$ cat src/rtl/comparator_pkg.sv
// Shared definitions for the magnitude-comparator BIST engine: FSM state
// encoding, parameter limits and the golden comparison model.
package comparator_pkg;

  localparam int MAX_WIDTH   = 8;
  localparam int MAX_LATENCY = 4;

  typedef enum logic [1:0] {
    S_IDLE,
    S_RUN,
    S_DRAIN,
    S_DONE
  } bist_state_t;

  // Golden unsigned comparison, returned as {a<b, a==b, a>b}
  function automatic logic [2:0] cmp_expect(input logic [MAX_WIDTH-1:0] a,
                                            input logic [MAX_WIDTH-1:0] b);
    return {a < b, a == b, a > b};
  endfunction

endpackage

$ cat src/rtl/bist_delay_line.sv
// Delays each driven vector's {valid, a, b, expected} by the comparator's
// pipeline depth so the check lines up with the comparator's response.
// With LATENCY = 0 the entry passes straight through.
module bist_delay_line #(
  parameter int WIDTH   = 2,
  parameter int LATENCY = 0
) (
  input  logic             clk,
  input  logic             rst,
  input  logic             entry_valid,
  input  logic [WIDTH-1:0] entry_a,
  input  logic [WIDTH-1:0] entry_b,
  input  logic [2:0]       entry_exp,
  output logic             delayed_valid,
  output logic [WIDTH-1:0] delayed_a,
  output logic [WIDTH-1:0] delayed_b,
  output logic [2:0]       delayed_exp
);

  localparam int EW = 2*WIDTH + 4;

  logic [EW-1:0] entry;
  logic [EW-1:0] tail;

  assign entry = {entry_valid, entry_a, entry_b, entry_exp};

  if (LATENCY == 0) begin : g_wire
    // Clock and reset have no job when there is nothing to register
    logic unused_clk_rst;
    assign unused_clk_rst = clk ^ rst;
    assign tail = entry;
  end else begin : g_pipe
    logic [EW-1:0] stage [LATENCY];

    // Shift register; reset flushes every entry so nothing stale gets checked
    always_ff @(posedge clk) begin
      if (rst) begin
        for (int i = 0; i < LATENCY; i++) stage[i] <= '0;
      end else begin
        stage[0] <= entry;
        for (int i = 1; i < LATENCY; i++) stage[i] <= stage[i-1];
      end
    end

    assign tail = stage[LATENCY-1];
  end

  assign {delayed_valid, delayed_a, delayed_b, delayed_exp} = tail;

endmodule

$ cat src/rtl/comparator_bist.sv
// Built-in self-test for an N-bit magnitude comparator. Sweeps every
// operand pair (a major, b minor), checks L/E/G against the golden model
// after the comparator's latency, and reports pass, error count and the
// first failing operands.
module comparator_bist
  import comparator_pkg::*;
#(
  parameter int WIDTH   = 2,
  parameter int LATENCY = 0
) (
  input  logic               clk,
  input  logic               rst,
  input  logic               start,
  output logic [WIDTH-1:0]   dut_a,
  output logic [WIDTH-1:0]   dut_b,
  input  logic               dut_l,
  input  logic               dut_e,
  input  logic               dut_g,
  output logic               busy,
  output logic               done,
  output logic               pass,
  output logic [2*WIDTH:0]   err_count,
  output logic [WIDTH-1:0]   fail_a,
  output logic [WIDTH-1:0]   fail_b
);

  localparam int IW = 2*WIDTH;
  localparam int CW = 2*WIDTH + 1;
  localparam logic [IW-1:0] IDX_LAST   = '1;
  localparam logic [2:0]    DRAIN_LAST = (LATENCY > 0) ? 3'(LATENCY - 1) : 3'd0;

  bist_state_t    state;
  logic [IW-1:0]  idx;
  logic [2:0]     drain_cnt;

  logic           run_active;
  logic [2:0]     vec_exp;
  logic           dly_valid;
  logic [WIDTH-1:0] dly_a;
  logic [WIDTH-1:0] dly_b;
  logic [2:0]     dly_exp;
  logic           mismatch;
  logic [CW-1:0]  err_next;

  // The operands are simply the two halves of the registered sweep index
  assign dut_a = idx[IW-1:WIDTH];
  assign dut_b = idx[WIDTH-1:0];

  assign run_active = (state == S_RUN);
  assign vec_exp    = cmp_expect(MAX_WIDTH'(dut_a), MAX_WIDTH'(dut_b));

  bist_delay_line #(
    .WIDTH   (WIDTH),
    .LATENCY (LATENCY)
  ) u_delay (
    .clk           (clk),
    .rst           (rst),
    .entry_valid   (run_active),
    .entry_a       (dut_a),
    .entry_b       (dut_b),
    .entry_exp     (vec_exp),
    .delayed_valid (dly_valid),
    .delayed_a     (dly_a),
    .delayed_b     (dly_b),
    .delayed_exp   (dly_exp)
  );

  // Any deviation from the expected triple counts, including non-one-hot codes
  assign mismatch = dly_valid && ({dut_l, dut_e, dut_g} != dly_exp);
  assign err_next = err_count + CW'(mismatch);

  // Sweep FSM with registered status outputs and result accumulation
  always_ff @(posedge clk) begin
    if (rst) begin
      state     <= S_IDLE;
      idx       <= '0;
      drain_cnt <= '0;
      busy      <= 1'b0;
      done      <= 1'b0;
      pass      <= 1'b0;
      err_count <= '0;
      fail_a    <= '0;
      fail_b    <= '0;
    end else begin
      if (mismatch) begin
        err_count <= err_next;
        if (err_count == '0) begin
          fail_a <= dly_a;
          fail_b <= dly_b;
        end
      end

      case (state)
        S_IDLE, S_DONE: begin
          if (start) begin
            state     <= S_RUN;
            idx       <= '0;
            err_count <= '0;
            fail_a    <= '0;
            fail_b    <= '0;
            busy      <= 1'b1;
            done      <= 1'b0;
            pass      <= 1'b0;
          end
        end
        S_RUN: begin
          if (idx == IDX_LAST) begin
            drain_cnt <= '0;
            if (LATENCY > 0) begin
              state <= S_DRAIN;
            end else begin
              state <= S_DONE;
              busy  <= 1'b0;
              done  <= 1'b1;
              pass  <= (err_next == '0);
            end
          end else begin
            idx <= idx + 1'b1;
          end
        end
        S_DRAIN: begin
          if (drain_cnt == DRAIN_LAST) begin
            state <= S_DONE;
            busy  <= 1'b0;
            done  <= 1'b1;
            pass  <= (err_next == '0);
          end else begin
            drain_cnt <= drain_cnt + 3'd1;
          end
        end
        default: state <= S_IDLE;
      endcase
    end
  end

endmodule

$ cat config.mk
export PLATFORM = sky130hd
export DESIGN_NAME = comparator_bist
export DESIGN_NICKNAME = d
export VERILOG_FILES = /design/src/rtl/comparator_pkg.sv /design/src/rtl/bist_delay_line.sv /design/src/rtl/comparator_bist.sv
export SDC_FILE = /design/constraint.sdc
export NUM_CORES = 1
export LEC_CHECK = 0
export ABC_AREA = 1
export CAP_MARGIN = 0
export CORE_MARGIN = 2
export CORE_UTILIZATION = 40
export DETAILED_ROUTE_END_ITERATION = 8
export GPL_ROUTABILITY_DRIVEN = 0
export SYNTH_ARGS = -nofsm -noshare
export SYNTH_HDL_FRONTEND = slang
export SYNTH_HIERARCHICAL = 1
export SYNTH_SLANG_ARGS = --single-unit
export TNS_END_PERCENT = 5
$ cat constraint.sdc
create_clock -name clk -period 3.4 [get_ports clk]
set_clock_uncertainty 0.2 [all_clocks]
set_input_delay 0.51 -clock clk [delete_from_list [all_inputs] [get_ports clk]]
set_output_delay 0.51 -clock clk [all_outputs]
set_load 0.03 [all_outputs]
[After elaboration in Yosys (flattened, before gate mapping)]
Index checks and enable logic that the tools add are counted.
W data, S select, Z words.
Cells by class
  add/sub/neg operators: 3
  magnitude comparators: 2
  equal/unequal tests: 11
  multiplexer cells: 32
  reduce and logical (&&, ||, !) cells: 11
Operator list (count)
  $mux W2: 11
  $mux W5: 3
  $logic_not A5 Y1: 2
  $pmux W1 S3: 3
  $reduce_and A3 Y1: 3
  $mux W1: 8
  $mux W4: 2
  $ne A2 B2 Y1 const B: 4
  $pmux W4 S2: 1
  $mux W3: 2
  $pmux W2 S3: 1
  $pmux W3 S2: 1
  $add A5 B1 Y5: 1
  $add A4 B1 Y4 const B: 1
  $eq A2 B2 Y1 const B: 2
  $eq A4 B4 Y1 const B: 1
  $reduce_bool A2 Y1: 2
  $add A3 B1 Y3 const B: 1
  $logic_not A3 Y1: 1
  $ne A3 B3 Y1: 1
  $eq A2 B1 Y1 const B: 1
  $eq A2 B2 Y1: 1
  $gt A2 B2 Y1: 1
  $logic_not A2 Y1: 1
  other kinds (4): 4
Word-level totals
  flip-flop bits (word level): 21
  bits of input ports: 6
  output and inout bits: 16
  word-level logic and storage cells: 68

[Depth between registers and ports, before layout]
  word-level depth: 7
  gate-level depth with buffers: 19
  depth with buffers taken out: 18

[Modules after synthesis]
Netlist, hierarchy kept.
Modules (own cells, without submodules)
  comparator_bist: instances 1, cells each 172, area an instance 1153.6 sq um, sequential area each 400.4 sq um
  bist_delay_line: instances 1, cells each 8, area an instance 60.1 sq um, sequential area each 0.0 sq um

[Worst setup path after synthesis]
No wires, ideal clock.
  kind: reg-to-reg
  start point: register idx[1]
  end point: register pass
  library setup time: 70 ps
  data arrival time: 2610 ps
  required time: 3130 ps
  setup slack: 519 ps
  stages on the path, launching flop included: 19
  buffers on the path: 1
  period minus slack after synthesis: 2881 ps
  cell sequence: dfxtp_1 > inv_1 > ha_1 > a21oi_1 > nor2_1 > buf_4 > inv_1 > nand2_1 > nand2_1 > nor2_1 > a21boi_1 > ha_1 > ha_1 > nand3_1 > nand2_1 > nand2_1 > nor2_1 > nand3_1 > a21oi_1
Between the ends
  longest elaborated chain between the ends: 7
  elaborated cells between the ends (all ways): 13
  classes of those cells: add/sub: 1; order compare: 2; eq/ne: 4; mux: 3; reduce/logical: 3
RTL lines
  start, declared: RTL line comparator_bist.sv:33  | logic [IW-1:0] idx;
  start signal, assigned: RTL line comparator_bist.sv:118  | idx <= idx + 1'b1;
  $lt A2 B2 Y1 *: RTL line comparator_pkg.sv:18  | return {a < b, a == b, a > b};
  via vec_exp[2]: RTL line comparator_bist.sv:37  | logic [2:0] vec_exp;
  $ne A3 B3 Y1 *: RTL line comparator_bist.sv:69  | assign mismatch = dly_valid && ({dut_l, dut_e, dut_g} != dly_exp);
  $logic_and A1 B1 Y1 *: RTL line comparator_bist.sv:69
  $add A5 B1 Y5 *: RTL line comparator_bist.sv:70  | assign err_next = err_count + CW'(mismatch);
  $logic_not A5 Y1 *: RTL line comparator_bist.sv:115, comparator_bist.sv:126
  $mux W1, on equally long branches: RTL line comparator_bist.sv:122, comparator_bist.sv:107
  $pmux W1 S3 *: RTL line comparator_bist.sv:93  | case (state)
  end signal, assigned: RTL line comparator_bist.sv:115  | pass <= (err_next == '0);
  end signal, assigned: RTL line comparator_bist.sv:126  | pass <= (err_next == '0);
  end, declared: RTL line comparator_bist.sv:21  | output logic pass,
Mark *: on every way through the listed nets, which the timed path passes. The rest lies on a longest branch. The select of a mux whose other input is x is not followed.
A chain may end at the register's enable or synchronous reset.

[Final worst setup path]
Same ends and word-level chain as after synthesis.

==> impl_metrics.env <==
export IMPL_deepest_level_of_the_cts_h_tree=1
export IMPL_worstHoldPathType="reg2reg"
export IMPL_reg2reg_slack_ns=0.49
export IMPL_required_worst_endpoint_ns=3.44
export IMPL_min_delay_path_depth=2
export IMPL_synthesized_flop_and_latch_total=20
export IMPL_ys_warnings_count=6
export IMPL_worst_setup_path_end_kind="flip-flop"
export IMPL_ctsHoldBuffers=0
export IMPL_power_per_cell_area_mw_per_mm2=596
export IMPL_mappedNetlistArea_sq_mm=0.00121
export IMPL_ant_nets=0
export IMPL_power_leakage_nw=0.623
export IMPL_drt_first_pass_iters=4
export IMPL_final_nets=212
export IMPL_number_of_slew_limit_violations_in_the_final_report=0
export IMPL_critical_path_n_buffers_inverters=2
export IMPL_crit_path_top_delay_cell="dfxtp_1"
export IMPL_coreArea_sq_mm=0.00283
export IMPL_route_detailed_wl_per_inst_um=10.5
export IMPL_port_buffers=21
export IMPL_cts_buffer_depth=2
export IMPL_instances_no_fill=227
export IMPL_critical_path_cell_chain="inv_1 > ha_1 > a21oi_1 > nor2_1 > inv_1 > nand2_1 > nand2_1 > nor2_1 > a21boi_1 > ha_1 > ha_1 > nor2_1 > nand3_1 > nor2_1 > nand3_1 > a21oi_1"
export IMPL_minimum_clock_period_ns=2.91
export IMPL_clock_latency_ns=0.30
export IMPL_postSynthCellCount=180
export IMPL_flow_area_growth_from_synthesis_pct=18.2
export IMPL_timing_setup_tns_ns=0
export IMPL_worst_setup_hold_path_clk_slew_ns=0.12
export IMPL_worst_path_most_repeated_cell="nor2_1"
export IMPL_layout_drive_gt1_share_pct=5.10
export IMPL_timing_critical_path_max_delay_family="adder cells"
export IMPL_die_area_sq_mm=0.00349
export IMPL_setup_viol=0
export IMPL_cts_buffers=3
export IMPL_worst_slew_margin_rel_pct=60.9
export IMPL_timing_worst_slew_pin_value_ns=0.586
export IMPL_number_of_endpoints_with_negative_hold_slack_in_the_final_report=0
export IMPL_post_place_cells=223
export IMPL_worst_path_class_setup="reg2reg"
export IMPL_worst_r2r_path_depth=16
export IMPL_startpoint_type="flip-flop"
export IMPL_syn_nets=195
export IMPL_hold_path_endpoint="pass$_SDFFE_PP0P_"
export IMPL_maximum_number_of_pins_on_one_net_before_global_route_repair=13
export IMPL_synth_largest_area_cell="dfxtp_1"
export IMPL_drtIter0Drc=25
export IMPL_yosysUniqueCellTypes=25
export IMPL_io_pin_count=22
export IMPL_grt_setup_unrepaired="no"
export IMPL_r2r_start="idx[1]$_SDFFE_PP0P_"
export IMPL_r2r_end="pass$_SDFFE_PP0P_"
export IMPL_post_cts_setup_buffers=0
export IMPL_route_detailed_drc=0
export IMPL_totalWireLength_um=2390
export IMPL_tritoncts_num_sinks=20
export IMPL_ys_top_cells_by_area="dfxtp_1 (33%), nand2_1 (12%), inv_1 (9.9%), ha_1 (9.3%), nand3_1 (6.6%)"
export IMPL_syn_avg_cell_area_sq_um=6.74
export IMPL_holdCritStartpoint="pass$_SDFFE_PP0P_"
export IMPL_grt_antenna_before_repair=0
export IMPL_gr_total_overflow=0
export IMPL_dp_final_hpwl_um=1870
export IMPL_vias_in_the_first_global_route=1002
export IMPL_grt_usage_pct=15.5
export IMPL_cp_data_arrival_time_ns=2.94
export IMPL_finalPower_w=0.000856
export IMPL_dpl_cell_area_sq_mm=0.00140
export IMPL_ant_diodes=0
export IMPL_start_util_pct=42.9
export IMPL_post_route_cell_area_sq_mm=0.00144
export IMPL_timing_final_crit_share_pct=85.5
export IMPL_cts_resized_gates=0
export IMPL_status="completed"
export IMPL_max_clock_freq_mhz=344
export IMPL_cts_root_buffer_cell="clkbuf_4"
export IMPL_yosysTopAreaCellShare_pct=33.0
export IMPL_maxCapViolCount=0
export IMPL_max_rail_drop_vdd_mv=0.319
export IMPL_die_w_um=59.1
export IMPL_height_of_the_die_um=59.1
export IMPL_seq_area_frac_synth_pct=33.0
export IMPL_grt_first_pass_wirelength_um=4150
export IMPL_finish_utilization_pct=50.7
export IMPL_timing_critical_path_fanout_max=6
export IMPL_cts_tree="yes"
export IMPL_worst_stage_delay_on_the_critical_path_ns=0.41
export IMPL_route_vias_total=1110
export IMPL_vias_per_cell=4.89
export IMPL_fp_row_count=19
-- worst max path at each step --
stage | from | endpoint | slack (ns) | cells after the start
finish | idx[1]$_SDFFE_PP0P_ | pass$_SDFFE_PP0P_ | 0.49 | 16
global route | idx[1]$_SDFFE_PP0P_ | pass$_SDFFE_PP0P_ | 0.12 | 17
CTS | idx[1]$_SDFFE_PP0P_ | pass$_SDFFE_PP0P_ | 0.48 | 16
detailed placement | idx[1]$_SDFFE_PP0P_ | pass$_SDFFE_PP0P_ | 0.52 | 16
global placement | idx[1]$_SDFFE_PP0P_ | err_count[4]$_SDFF_PP0_ | 0.60 | 16
floorplan | idx[1]$_SDFFE_PP0P_ | pass$_SDFFE_PP0P_ | 0.52 | 18
-- cells in the final DEF, fill, tap and decap left out, drive strengths merged --
master         instances
nand2                 40
inv                   33
clkdlybuf4s50         21
nor2                  21
dfxtp                 20
nand3                 17
a21oi                 12
ha                     9
nand4                  5
o21ai                  4
clkbuf                 4
xor2                   2
xnor2                  1
a21boi                 1
or2                    1
clkinv                 1
and2                   1
nor3                   1
a31oi                  1
a211oi                 1
-- where the power goes --
| group | internal [W] | switching, W |
|---|---|---|
| sequential | 0.000271 | 0.0000330 |
| clock | 0.0000653 | 0.0000765 |
| combinational | 0.000156 | 0.000254 |
-- through the flow --
step                      hold WS (ns)  setup WS [ns]
after global placement           0.258          0.603
after global routing             0.309          0.118
after detailed placement         0.265          0.518
final                            0.279          0.494
after CTS                        0.284          0.476
after floorplan                  0.257          0.519
-- state kept, by name, summed over array words and instances, names as in the netlist --
name and flops:
err_count 5, idx 4, drain_cnt 3, fail_a 2, fail_b 2, state 2
busy 1, pass 1
-- synth_stat cells (all sizes together) --
library cell / n
inv: 33
o21ai: 4
ha: 9
nand4: 5
a31oi: 1
nand3: 17
clkbuf: 1
a211oi: 1
clkinv: 1
a21boi: 1
nor2: 21
or2: 1
a21oi: 12
buf: 8
nand2: 40
nor3: 1
xor2: 2
dfxtp: 20
xnor2: 1
and2: 1
-- final cells by class --
cell class,instances,area (sq um)
fill,295,1390
multi-input combinational,117,621
sequential,20,400
timing repair buffer,21,210
inverter,34,129
tap,31,38.8
clock buffer,4,36.3
-- worst reg2reg max path: stages, from the launching register on --
cell      delay, ns
dfxtp_1        0.41
inv_1          0.07
ha_1           0.29
a21oi_1        0.23
nor2_1         0.08
inv_1          0.06
nand2_1        0.04
nand2_1        0.06
nor2_1         0.04
a21boi_1       0.36
ha_1           0.25
ha_1           0.24
nor2_1         0.10
nand3_1        0.09
nor2_1         0.11
nand3_1        0.09
a21oi_1        0.12
-- routing by layer --
metal	global-route usage [%]	vias up	share of wire (%)
met5	0	-	0
met4	5.84	0	1.1
met3	3.49	4	3.6
met2	25.6	19	47
met1	19.8	495	48
li1	-	592	-
-- cells by family (layout without fill, tap and decap cells) --
logic type	after synthesis	count (layout)	synth area share [%]
and+or+nand+nor	86	86	31.3
adders and majority gates	9	9	9.28
AOI/OAI and AO/OA	19	19	8.35
xor gates and xnor gates	3	3	2.17
DFF	20	20	33.0
buffers and inverters	43	59	15.9
Note: power is estimated with default switching activity, not from simulation.
